==> src/rtl/accum_cpu_pkg.sv <==
// accum_cpu_pkg: shared types and field-width helpers for the accumulator CPU.
//   opcode_t  - 4-bit instruction opcode
//   state_t   - fetch/decode/execute FSM states
//   OPC_W, instr_width() - instruction word layout {operand[AW-1:0], opcode[3:0]}
// Optional feature macro used by the design: ACCUM_CPU_CARRY_EN.
package accum_cpu_pkg;

  localparam int OPC_W = 4;

  typedef enum logic [3:0] {
    OP_HLT  = 4'h0,
    OP_ADD  = 4'h1,
    OP_SUB  = 4'h2,
    OP_STO  = 4'h3,
    OP_LD   = 4'h4,
    OP_B    = 4'h5,
    OP_BZ   = 4'h6,
    OP_LDV  = 4'h7,
    OP_INP  = 4'h8,
    OP_OUT  = 4'h9,
    OP_AND  = 4'hA,
    OP_OR   = 4'hB,
    OP_NOT  = 4'hC,
    OP_BC   = 4'hD,
    OP_NOP0 = 4'hE,
    OP_NOP1 = 4'hF
  } opcode_t;

  typedef enum logic [2:0] {
    ST_IDLE,
    ST_FETCH,
    ST_DECODE,
    ST_EXEC,
    ST_WAIT_IN,
    ST_WAIT_OUT,
    ST_HALT
  } state_t;

  // Width of one program word for a given address width.
  function automatic int instr_width(input int aw);
    return OPC_W + aw;
  endfunction

endpackage

==> src/rtl/accum_cpu_alu.sv <==
// accum_cpu_alu: combinational arithmetic/logic unit for the accumulator CPU.
// Ports:
//   opcode    in  - current instruction opcode
//   a         in  - accumulator value
//   b         in  - data RAM word read at the operand address
//   carry_in  in  - current carry flag (only with ACCUM_CPU_CARRY_EN)
//   result    out - new accumulator value (a when the opcode is not an ALU op)
//   carry_out out - next carry flag (only with ACCUM_CPU_CARRY_EN)
// Macro: ACCUM_CPU_CARRY_EN adds the carry ports.
module accum_cpu_alu
  import accum_cpu_pkg::*;
#(
  parameter int DW = 4
) (
  input  opcode_t         opcode,
  input  logic [DW-1:0]   a,
  input  logic [DW-1:0]   b,
`ifdef ACCUM_CPU_CARRY_EN
  input  logic            carry_in,
  output logic            carry_out,
`endif
  output logic [DW-1:0]   result
);

  // One extra bit on each side catches the carry-out of ADD and the borrow of SUB.
  logic [DW:0] sum;
  logic [DW:0] diff;

  assign sum  = {1'b0, a} + {1'b0, b};
  assign diff = {1'b0, a} - {1'b0, b};

  always_comb begin
    result = a;
    case (opcode)
      OP_ADD:  result = sum[DW-1:0];
      OP_SUB:  result = diff[DW-1:0];
      OP_AND:  result = a & b;
      OP_OR:   result = a | b;
      OP_NOT:  result = ~a;
      OP_LD:   result = b;
      default: result = a;
    endcase
  end

`ifdef ACCUM_CPU_CARRY_EN
  // SUB reports NOT borrow, so carry=1 means a >= b.
  always_comb begin
    carry_out = carry_in;
    if (opcode == OP_ADD) begin
      carry_out = sum[DW];
    end else if (opcode == OP_SUB) begin
      carry_out = ~diff[DW];
    end
  end
`else
  logic unused_carry_bits;
  assign unused_carry_bits = sum[DW] ^ diff[DW];
`endif

endmodule

==> src/rtl/accum_cpu.sv <==
// accum_cpu: parametrised accumulator processor with fetch/decode/execute FSM.
// Parameters: DW data/accumulator width (>= AW), AW program/data address width.
// Ports:
//   CLK, ResetN            - clock, synchronous active-low reset
//   Run                    - start pulse, honoured in IDLE or HALT (Pc cleared)
//   PramWe/PramAddr/PramData - host program RAM write, honoured in IDLE or HALT
//   InData/InValid/InReady - input handshake (InReady while waiting in WAIT_IN)
//   OutData/OutValid/OutReady - output handshake, OutValid registered
//   Busy, Halted           - status
//   Pc, Acc                - debug visibility
// Macro: ACCUM_CPU_CARRY_EN enables the carry flag and opcode D (BC);
//        without it opcode D executes as NOP.
module accum_cpu
  import accum_cpu_pkg::*;
#(
  parameter int DW = 4,
  parameter int AW = 4
) (
  input  logic                 CLK,
  input  logic                 ResetN,
  input  logic                 Run,
  input  logic                 PramWe,
  input  logic [AW-1:0]        PramAddr,
  input  logic [OPC_W+AW-1:0]  PramData,
  input  logic [DW-1:0]        InData,
  input  logic                 InValid,
  output logic                 InReady,
  output logic [DW-1:0]        OutData,
  output logic                 OutValid,
  input  logic                 OutReady,
  output logic                 Busy,
  output logic                 Halted,
  output logic [AW-1:0]        Pc,
  output logic [DW-1:0]        Acc
);

  localparam int IW    = instr_width(AW);
  localparam int DEPTH = 1 << AW;

  state_t          state_reg, state_next;
  logic [IW-1:0]   pram [DEPTH];
  logic [DW-1:0]   dram [DEPTH];
  logic [IW-1:0]   ir_reg;
  logic [DW-1:0]   mem_reg;
  logic [AW-1:0]   pc_reg, pc_next;
  logic [DW-1:0]   acc_reg, acc_next;
  logic [DW-1:0]   out_data_reg;
  logic            out_valid_reg;
  logic [DW-1:0]   alu_result;
  opcode_t         opcode;
  logic [AW-1:0]   operand;

  assign opcode  = opcode_t'(ir_reg[OPC_W-1:0]);
  assign operand = ir_reg[IW-1:OPC_W];

`ifdef ACCUM_CPU_CARRY_EN
  logic carry_reg;
  logic alu_carry;
`endif

  accum_cpu_alu #(.DW(DW)) u_alu (
    .opcode    (opcode),
    .a         (acc_reg),
    .b         (mem_reg),
`ifdef ACCUM_CPU_CARRY_EN
    .carry_in  (carry_reg),
    .carry_out (alu_carry),
`endif
    .result    (alu_result)
  );

  // ---------------- FSM ----------------
  always_ff @(posedge CLK) begin
    if (!ResetN) begin
      state_reg <= ST_IDLE;
    end else begin
      state_reg <= state_next;
    end
  end

  always_comb begin
    state_next = state_reg;
    InReady    = 1'b0;
    Busy       = 1'b1;
    Halted     = 1'b0;
    case (state_reg)
      ST_IDLE: begin
        Busy = 1'b0;
        if (Run) state_next = ST_FETCH;
      end
      ST_HALT: begin
        Busy   = 1'b0;
        Halted = 1'b1;
        if (Run) state_next = ST_FETCH;
      end
      ST_FETCH:  state_next = ST_DECODE;
      ST_DECODE: state_next = ST_EXEC;
      ST_EXEC: begin
        case (opcode)
          OP_HLT:  state_next = ST_HALT;
          OP_INP:  state_next = ST_WAIT_IN;
          OP_OUT:  state_next = ST_WAIT_OUT;
          default: state_next = ST_FETCH;
        endcase
      end
      ST_WAIT_IN: begin
        // InReady depends on state only, never on InValid.
        InReady = 1'b1;
        if (InValid) state_next = ST_FETCH;
      end
      ST_WAIT_OUT: begin
        if (OutReady) state_next = ST_FETCH;
      end
      default: state_next = ST_IDLE;
    endcase
  end

  // ---------------- datapath next-state ----------------
  always_comb begin
    pc_next  = pc_reg;
    acc_next = acc_reg;
    case (state_reg)
      ST_IDLE, ST_HALT: begin
        if (Run) pc_next = '0;
      end
      ST_EXEC: begin
        pc_next = pc_reg + AW'(1);
        case (opcode)
          OP_HLT: pc_next = pc_reg;
          OP_B:   pc_next = operand;
          // BZ looks at the accumulator as it was before this instruction.
          OP_BZ:  if (acc_reg == '0) pc_next = operand;
`ifdef ACCUM_CPU_CARRY_EN
          OP_BC:  if (carry_reg) pc_next = operand;
`endif
          OP_LDV: acc_next = DW'(operand);
          OP_ADD, OP_SUB, OP_AND, OP_OR, OP_NOT, OP_LD: acc_next = alu_result;
          default: ;
        endcase
      end
      ST_WAIT_IN: begin
        if (InValid) acc_next = InData;
      end
      default: ;
    endcase
  end

  always_ff @(posedge CLK) begin
    if (!ResetN) begin
      pc_reg        <= '0;
      acc_reg       <= '0;
      out_data_reg  <= '0;
      out_valid_reg <= 1'b0;
    end else begin
      pc_reg  <= pc_next;
      acc_reg <= acc_next;
      if (state_reg == ST_EXEC && opcode == OP_OUT) begin
        out_data_reg  <= acc_reg;
        out_valid_reg <= 1'b1;
      end else if (out_valid_reg && OutReady) begin
        out_valid_reg <= 1'b0;
      end
    end
  end

`ifdef ACCUM_CPU_CARRY_EN
  // The ALU passes carry through unchanged for opcodes other than ADD/SUB.
  always_ff @(posedge CLK) begin
    if (!ResetN) begin
      carry_reg <= 1'b0;
    end else if (state_reg == ST_EXEC) begin
      carry_reg <= alu_carry;
    end
  end
`endif

  // ---------------- memories (not reset) ----------------
  // Host writes only land while the core is idle or halted; a write in the
  // same cycle as Run is visible to the first FETCH.
  always_ff @(posedge CLK) begin
    if (ResetN && PramWe && !Busy) begin
      pram[PramAddr] <= PramData;
    end
    if (state_reg == ST_FETCH) begin
      ir_reg <= pram[pc_reg];
    end
  end

  // A reset asserted during EXEC must suppress the store.
  always_ff @(posedge CLK) begin
    if (ResetN && state_reg == ST_EXEC && opcode == OP_STO) begin
      dram[operand] <= acc_reg;
    end
    if (state_reg == ST_DECODE) begin
      mem_reg <= dram[operand];
    end
  end

  assign Pc       = pc_reg;
  assign Acc      = acc_reg;
  assign OutData  = out_data_reg;
  assign OutValid = out_valid_reg;

endmodule

==> config.mk <==
export PLATFORM = sky130hd
export DESIGN_NAME = accum_cpu
export DESIGN_NICKNAME = d
export VERILOG_FILES = /design/src/rtl/accum_cpu_pkg.sv /design/src/rtl/accum_cpu_alu.sv /design/src/rtl/accum_cpu.sv
export SDC_FILE = /design/constraint.sdc
export NUM_CORES = 1
export LEC_CHECK = 0
export ABC_AREA = 1
export BUFFER_PORTS_ARGS = -buffer_cell sky130_fd_sc_hd__buf_2
export CAP_MARGIN = 30
export CORE_UTILIZATION = 60
export DETAILED_ROUTE_END_ITERATION = 8
export PLACE_DENSITY = 0.84
export SLEW_MARGIN = 10
export SYNTH_ARGS = -nofsm -noshare
export SYNTH_HDL_FRONTEND = slang
export SYNTH_SLANG_ARGS = --single-unit
export TNS_END_PERCENT = 1
==> constraint.sdc <==
create_clock -name CLK -period 3.15 [get_ports CLK]
set_input_delay 0.315 -clock CLK [delete_from_list [all_inputs] [get_ports CLK]]
set_output_delay 0.315 -clock CLK [all_outputs]
set_load 0.02 [all_outputs]
==> flow_summary.toml, run 1 <==
[cells_and_area]
area_growth_pct = 11.2
final_cell_area_mm2 = 0.0103
final_nets = 833
largest_reg_flops = 128
antenna_cells = 0
drive_gt1_share_pct = 12.2

[logic_synthesis]
synth_top_family_by_area = "simple AND/OR/NAND/NOR gates"
syn_nets = 791
synthSimpleGateAreaFrac_pct = 12.3
ys.flop_type = "edfxtp_1"
avgSynthCellArea_um2 = 12.2
yosys_warnings = 0
synth_compound_area_share_pct = 11.0
yosys.area_share.xor_xnor_pct = 0.377
synth.distinct_cells = 39
yosysSeqAreaShare_pct = 69.3
async_flop_share_pct = 0
muxShareOfSynthArea_pct = 2.48
synth_cells = 761
ys_ff_latch = 220
synthAdderAreaFrac_pct = 1.16
synth_edf_count = 204
synth_area_mm2 = 0.00930

[sta]
clock_skew_ps = 13.7
rsz0062_at_grt = "false"
worst_slew_pin_slew_ps = 801
hold_violations = 0
whs_ps = 95.9
slew_headroom_pct = 46.5
clock.fmax_mhz = 414
final-max-slew-violation-count = 0
setup_tns_ps = 0
timing.final.crit_period_ps = 2420
setup_slack_ps = 732
setup_viol = 0
finalCritPeriodShare_pct = 76.8

[clocking]
clkTransAtPathRegs_ps = 70
clk_latency_ps = 500
post_cts_buffers = 0
htree_num_levels = 1
root_buffer = "clkbuf_16"
cts_tree = "built"
cts_hold_buffers = 0
numCtsBuffers = 21
cts.sinks = 220
cts_resized = 0
cts.path.max_buffers = 3

[die]
rows = 45
core_mm2 = 0.0151
io_pins = 38
die_y_um = 126
die_width_um = 126
initial_core_util_pct = 61.4
die_area_mm2 = 0.0160

[detailed_routing]
drt_wl_total_mm = 21.0
wire_per_inst_um = 20.9
drc = 0
viasPerCell = 6.29
drtPass1Iterations = 6
drtAntennaViolNets = 0
vias = 6321
drt-initial-drc-count = 857

[worst_setup_path]
cp_top_family = "simple AND/OR/NAND/NOR gates"
crit_slowest_cell = "nor2_1"
crit_chain = "inv_1, nand2_1, nand3_1, nor2_1, nand3_1, nor2_1"
start_kind = "flip-flop"
crit_buf_inv = 1
cp_data_required_time_ps = 3270
crit_path_max_incr_delay_ps = 610
crit_type = "reg -> reg"
critPathArrivalTime_ps = 2540
worstPathMaxFanout = 8
cp-end-kind = "flip-flop"

[placed_design]
post_dp_cell_area_mm2 = 0.00968
hpwlAfterDp_mm = 14.0
gp_congestion = 0.968
post-place-ws_ps = 807
port_buffers = 37

[global_routing]
grtUsageMet2_pct = 42.8
grt_pass1_vias = 6175
grt_use_met3_pct = 5.23
grt-busiest-layer = "met2"
met1_usage_pct = 36.6
antenna_found_initial = 0
globalRouteOverflowTotal = 0
grt_pass1_wl_mm = 32.6
grt_usage_pct = 26.8
grt_max_degree = 43

[worst_hold_path]
hold_class = "in -> reg"

[outcome]
status = "complete, no violations"

[power_and_ir_drop]
p_per_area_mw_per_mm2 = 599
ir_drop_mv = 0.507
p_leak_nw = 3.65

[job]
cap_viol_max_count = 0
## where the power goes
part	total (mW)	switching, mW	internal [mW]
combinational	0.473	0.335	0.138
clock	2.45	1.03	1.42
sequential	3.28	0.0420	3.24
## cells in the final DEF (no fill, tap or decap), types with 19 or more instances in the layout
cell type,synthesis,layout
a21oi_1,22,22
a22oi_1,32,32
buf_2,10,37
clkbuf_16,0,21
edfxtp_1,204,204
inv_1,40,40
mux2i_1,23,23
nand2_1,111,111
nand3_1,22,22
nor2_1,104,104
o211ai_1,19,19
o21ai_0,56,56
## synthesized netlist by cell type (3+ instances only)
library cell,number,area share [%]
nor2_1,104,4.2
o21ai_0,56,3.0
o22ai_1,9,0.61
edfxtp_1,204,66
nor3_1,3,0.16
clkbuf_1,18,0.73
inv_1,40,1.6
nand3_1,22,1.2
a21oi_1,22,1.2
o221ai_1,14,1.3
o211ai_1,19,1.5
a22oi_1,32,2.6
clkinv_1,4,0.16
mux2i_1,23,2.5
nand2_1,111,4.5
nand4_1,14,0.94
buf_2,10,0.54
ha_1,7,0.94
dfxtp_1,16,3.4
nor2_2,5,0.34
## worst paths after layout
kind | from | end | slack (ps) | cells past startpoint
setup reg to reg | state_reg[1]$_SDFFE_PN0P_ | pram[4][6]$_DFFE_PP_ | 730 | 6
hold reg to reg | OutValid$_SDFFE_PN0P_ | OutValid$_SDFFE_PN0P_ | 470 | 2
setup / recovery | state_reg[1]$_SDFFE_PN0P_ | pram[4][6]$_DFFE_PP_ | 730 | 6
hold / removal | InData[3] | Acc[3]$_SDFFE_PN0P_ | 100 | 3
## per-layer routing
metal	up-vias	share of wire, %
met5	-	0
met4	0	3.4
met3	66	11
met2	436	46
met1	2956	39
li1	2863	-
## cell type report
cell class | instances | area [µm²]
clock buffers | 28 | 562
clock inverters | 9 | 104
fillers | 1040 | 4800
inverters | 46 | 173
multi-input cells | 464 | 2540
flip-flops and latches | 220 | 6450
well taps | 188 | 235
repair buffers | 50 | 283
## through the flow
| stage | power, mW | std cells | util [%] |
|---|---|---|---|
| 3_3_place_gp | 3.78 | 968 | 63.9 |
| 6_report | 6.20 | 1005 | 68.3 |
| 4_1_cts | 6.20 | 1005 | 68.3 |
| 2_1_floorplan | 3.63 | 761 | - |
| 3_5_place_dp | 3.80 | 968 | 63.9 |
| 5_1_grt | 6.36 | 1005 | 68.3 |
## worst register-to-register path, cell delays in order, from the launching register on
cell	delay [ps]
dfxtp_1	390
inv_1	110
nand2_1	130
nand3_1	150
nor2_1	410
nand3_1	260
nor2_1	610
## cells by family (layout without fill, tap and decap cells)
family,count (synthesis),count (layout)
and+or+nand+nor,270,270
DFF,220,220
AOI/OAI and AO/OA,159,159
buffers and inverters,77,133
muxes,23,23
adders and majority gates,8,8
xor gates and xnor gates,4,4
Note: power is estimated with default switching activity, not from simulation.
==> run 2: changes to the inputs <==
- CORE_UTILIZATION: 60 -> 55
- PLACE_DENSITY: 0.84 -> 0.81
- clock period: 3.15 -> 2.18 ns (I/O delays scaled with it)
==> flow_summary.toml, run 2 (synthesized netlist as in run 1, its figures left out) <==
[clocking]
clkTransAtPathRegs_ps = 60
htree_num_levels = 1
post_cts_buffers = 0
numCtsBuffers = 22
clk_latency_ps = 500
root_buffer = "clkbuf_16"
cts.path.max_buffers = 3
cts.sinks = 220
cts_tree = "built"

[cells_and_area]
utilization_pct = 65.3
layout_common_cells = "edfxtp_1, nand2_1, nor2_1, o21ai_0, inv_1"
antenna_cells = 0
area_growth_pct = 16.0
final_common_cell = "edfxtp_1"
num-fill-cells = 1156
largest_reg_flops = 128
drive_gt1_share_pct = 15.5
fin_cells = 1066
final_nets = 860

[worst_setup_path]
worstPathMaxFanout = 3
startpoint = "ir_reg[2]$_DFFE_PN_"
cp_data_required_time_ps = 2570
start_kind = "flip-flop"
rr_startpoint = "ir_reg[2]$_DFFE_PN_"
cp-end-kind = "flip-flop"
critPathArrivalTime_ps = 2420
crit_type = "reg -> reg"

[placed_design]
port_buffers = 37
gp_congestion = 0.949
dp_cells = 1024
hpwlAfterDp_mm = 13.1

[die]
io_pins = 38
die_area_mm2 = 0.0174
die_width_um = 132
die_y_um = 132
initial_core_util_pct = 56.3
core_mm2 = 0.0165
rows = 47

[sta]
slew_headroom_pct = 60.7
finalCritPeriodShare_pct = 93.1
setup_tns_ps = 0
final-max-slew-violation-count = 0
hold_violations = 0
timing.final.crit_period_ps = 2030
clock.fmax_mhz = 493
clock_skew_ps = 20.3
worst_slew_pin_slew_ps = 587
setup_viol = 0
rsz0062_at_grt = "true"

[power_and_ir_drop]
ir_drop_mv = 0.631
p_total_mw = 9.61
p_leak_nw = 3.87
p_per_area_mw_per_mm2 = 891

[detailed_routing]
drt_wl_total_mm = 20.5
drc = 0
vias = 6291
drtPass1Iterations = 5
wire_per_inst_um = 19.3
drtAntennaViolNets = 0
viasPerCell = 5.90
drt-initial-drc-count = 726

[global_routing]
grt_pass1_vias = 6073
globalRouteOverflowTotal = 0
grt_usage_pct = 23.8
antenna_found_initial = 0
grt_pass1_wl_mm = 32.0
grt_max_degree = 69

[worst_hold_path]
hold_class = "in -> reg"
min_from = "InData[3]"

[job]
cap_viol_max_count = 0

[outcome]
status = "complete, no violations"
[run 2: cell types whose count changed in the layout (fill, tap and decap cells not counted), moves of 2 or more]
cell | before | now
buf_4 | 13 | 33
buf_12 | 0 | 4
bufinv_16 | 2 | 6
a21oi_1 | 22 | 20
a21oi_2 | 0 | 2
clkbuf_16 | 21 | 23
clkinv_1 | 5 | 7
clkinv_4 | 2 | 0
dlygate4sd3_1 | 0 | 2
[run 2: stage by stage]
stage | setup slack [ps] | hold slack [ps] | area, µm²
2_1_floorplan | 99.8 | 317 | 9300
3_3_place_gp | 208 | 451 | 9950
3_5_place_dp | 155 | 462 | 9950
4_1_cts | 105 | 6.61 | 10800
5_1_grt | -8.56 | 16.7 | 10800
6_report | 150 | 20.8 | 10800
[run 2: report_power, final]
part           internal (mW)  switching [mW]
clock network           2.64            1.53
logic                  0.226           0.501
registers               4.67          0.0426
[run 2: critical path, cell delays in order (launching register included)]
cell	delay (ps)
edfxtp_1	400
nor2_2	170
buf_4	150
a21oi_1	70
xor2_1	170
ha_1	350
xnor2_1	140
o21ai_0	200
nand4_1	120
nand2_1	80
a21oi_1	60
[run 2: layer usage]
metal	vias up	global-route usage [%]	part of all wire, %
met5	-	0	0
met4	0	9.43	3.4
met3	57	3.84	7.6
met2	286	38.5	48
met1	3025	32.5	41
li1	2923	-	-
[run 2: worst paths after layout]
| kind | endpoint | slack [ps] | depth (start not counted) |
|---|---|---|---|
| min reg2reg | OutValid$_SDFFE_PN0P_ | 470 | 2 |
| max reg2reg | Acc[2]$_SDFFE_PN0P_ | 150 | 10 |
| min | Acc[3]$_SDFFE_PN0P_ | 20 | 3 |
| max | Acc[2]$_SDFFE_PN0P_ | 150 | 10 |
[run 2: area by class of cell]
class | instances | area [µm²] | area share (%)
flip-flops and latches | 220 | 6450 | 59.8
clock inverters | 12 | 209 | 1.94
inverters | 46 | 173 | 1.60
clock buffers | 28 | 594 | 5.51
multi-input cells | 464 | 2550 | 23.7
repair buffers | 76 | 533 | 4.94
well taps | 220 | 275 | 2.55
[run 2: timing repair]
action / 4_1_cts / 5_1_grt
gates resized for setup: 0 / 6
hold endpoints to repair: 2 / 0
setup endpoints to repair: 0 / 103
hold buffers: 2 / 0
==> run 3: changes to the inputs <==
- GPL_TIMING_DRIVEN: default -> 0
==> flow_summary.toml, run 3 (synthesized netlist as in run 1, its figures left out) <==
[sta]
clock_skew_ps = 15.5
finalCritPeriodShare_pct = 98.1
whs_ps = 24.2
clock.fmax_mhz = 467
hold_violations = 0
timing.final.crit_period_ps = 2140
setup_viol = 0
slew_headroom_pct = 52.2
rsz0062_at_grt = "true"
setup_slack_ps = 41.0
final-max-slew-violation-count = 0
worst_slew_pin_slew_ps = 716

[clocking]
numCtsBuffers = 23
cts.path.max_buffers = 3
cts.sinks = 220
clk_latency_ps = 520
clkTransAtPathRegs_ps = 60
root_buffer = "clkbuf_16"
cts_tree = "built"
htree_num_levels = 1

[cells_and_area]
multi_input_area_mm2 = 0.00275
drive_gt1_share_pct = 17.9
area_growth_pct = 16.0
final_nets = 861
num-fill-cells = 1184
seq_area_mm2 = 0.00645
largest_reg_flops = 128
layout_common_cells = "edfxtp_1, nand2_1, nor2_1, o21ai_0, buf_2"
final_common_cell = "edfxtp_1"
utilization_pct = 65.3
antenna_cells = 0
fin_cells = 1068
final_cell_area_mm2 = 0.0108

[die]
initial_core_util_pct = 56.3
die_width_um = 132
io_pins = 38
rows = 47
die_area_mm2 = 0.0174
core_mm2 = 0.0165
die_y_um = 132

[worst_setup_path]
critPathArrivalTime_ps = 2540
cp_data_required_time_ps = 2580
start_kind = "flip-flop"
crit_buf_inv = 2
crit_chain = "buf_6, nor2_4, a21oi_1, xor2_1, ha_1, buf_4, xnor2_1, o21ai_0, nand4_1, nand2_1, a21oi_1"
cp_common_cell = "a21oi_1"
worstPathMaxFanout = 9
cp_top_family = "flip-flops"
crit_type = "reg -> reg"
crit_path_max_incr_delay_ps = 380
cp-end-kind = "flip-flop"
crit_slowest_cell = "edfxtp_1"

[global_routing]
antenna_found_initial = 0
grt_max_degree = 23
grt_pass1_wl_mm = 34.5
grt_pass1_vias = 6368
grt_usage_pct = 26.3
globalRouteOverflowTotal = 0

[detailed_routing]
drt-met1-wl_mm = 8.65
top_layer = "met4"
viasPerCell = 6.15
dr_wl_met3_mm = 2.04
drtAntennaViolNets = 0
wl_met2_mm = 11.3
wire_per_inst_um = 21.2
drt-initial-drc-count = 887
drt_wl_total_mm = 22.6
vias = 6571
drc = 0
drtPass1Iterations = 5

[power_and_ir_drop]
ir_drop_mv = 1.11
p_leak_nw = 3.77
p_per_area_mw_per_mm2 = 858

[placed_design]
post-place-ws_ps = -370
gp_congestion = 0.953
dp_cells = 1018
port_buffers = 36
hpwlAfterDp_mm = 14.7
post_dp_cell_area_mm2 = 0.00976

[job]
cap_viol_max_count = 0

[worst_hold_path]
hold_class = "in -> reg"

[outcome]
status = "complete, no violations"
## run 3: cell count changes in the layout (fill, tap and decap cells not counted), sizes merged
cell,before,now
clkbuf,28,51
buf,74,54
bufinv,6,1
clkinv,9,11
inv,42,44
clkinvlp,1,0
dlygate4sd3,2,3
## run 3: cell type report
class	count	area share [%]
buffer	31	1.47
inverter	46	1.60
timing repair buffer	45	2.34
sequential	220	59.8
clock inverter	10	0.847
clock buffer	32	5.93
multi-input combinational	464	25.4
tap	220	2.55
## run 3: repair_timing
item / CTS / global route
hold endpoints to repair: 2 / 0
buffers inserted: 0 / 5
hold buffers: 3 / 0
pin swaps: 0 / 2
gates resized for setup: 37 / 38
endpoints found under the setup margin: 195 / 197
## run 3: worst min-delay path, delay by kind of cell
family | cells | cell delay (ps)
AOI/OAI and AO/OA | 1 | 40
buffers and inverters | 1 | 150
and+or+nand+nor | 1 | 80
## run 3: through the flow
stage	total power, mW	setup TNS [ps]
after floorplan	5.25	0
after global placement	5.48	-28900
after detailed placement	5.49	-38230
after CTS	9.22	-433
after global routing	9.50	-646
final	9.26	0
## run 3: path summary, 6_finish.rpt
path	start	to	slack, ps	cells after the start
setup / recovery	ir_reg[2]$_DFFE_PN_	Acc[2]$_SDFFE_PN0P_	40	11
hold / removal	ResetN	Acc[3]$_SDFFE_PN0P_	20	3
setup reg to reg	ir_reg[2]$_DFFE_PN_	Acc[2]$_SDFFE_PN0P_	40	11
hold reg to reg	OutValid$_SDFFE_PN0P_	OutValid$_SDFFE_PN0P_	480	2
## run 3: per-layer routing
layer / track usage [%] / vias to the layer above
met3: 3.81 / 65
met4: 10.6 / 0
met2: 43.9 / 432
met1: 34.8 / 3133
li1: - / 2941
met5: 0 / -
## run 3: where the power goes
group          switching (mW)  leakage (nW)  internal, mW  total [mW]
combinational           0.518          1.39         0.227       0.745
clock                    1.59         0.359          2.18        3.78
sequential             0.0608          2.02          4.68        4.74
total                    2.17          3.77          7.09        9.26
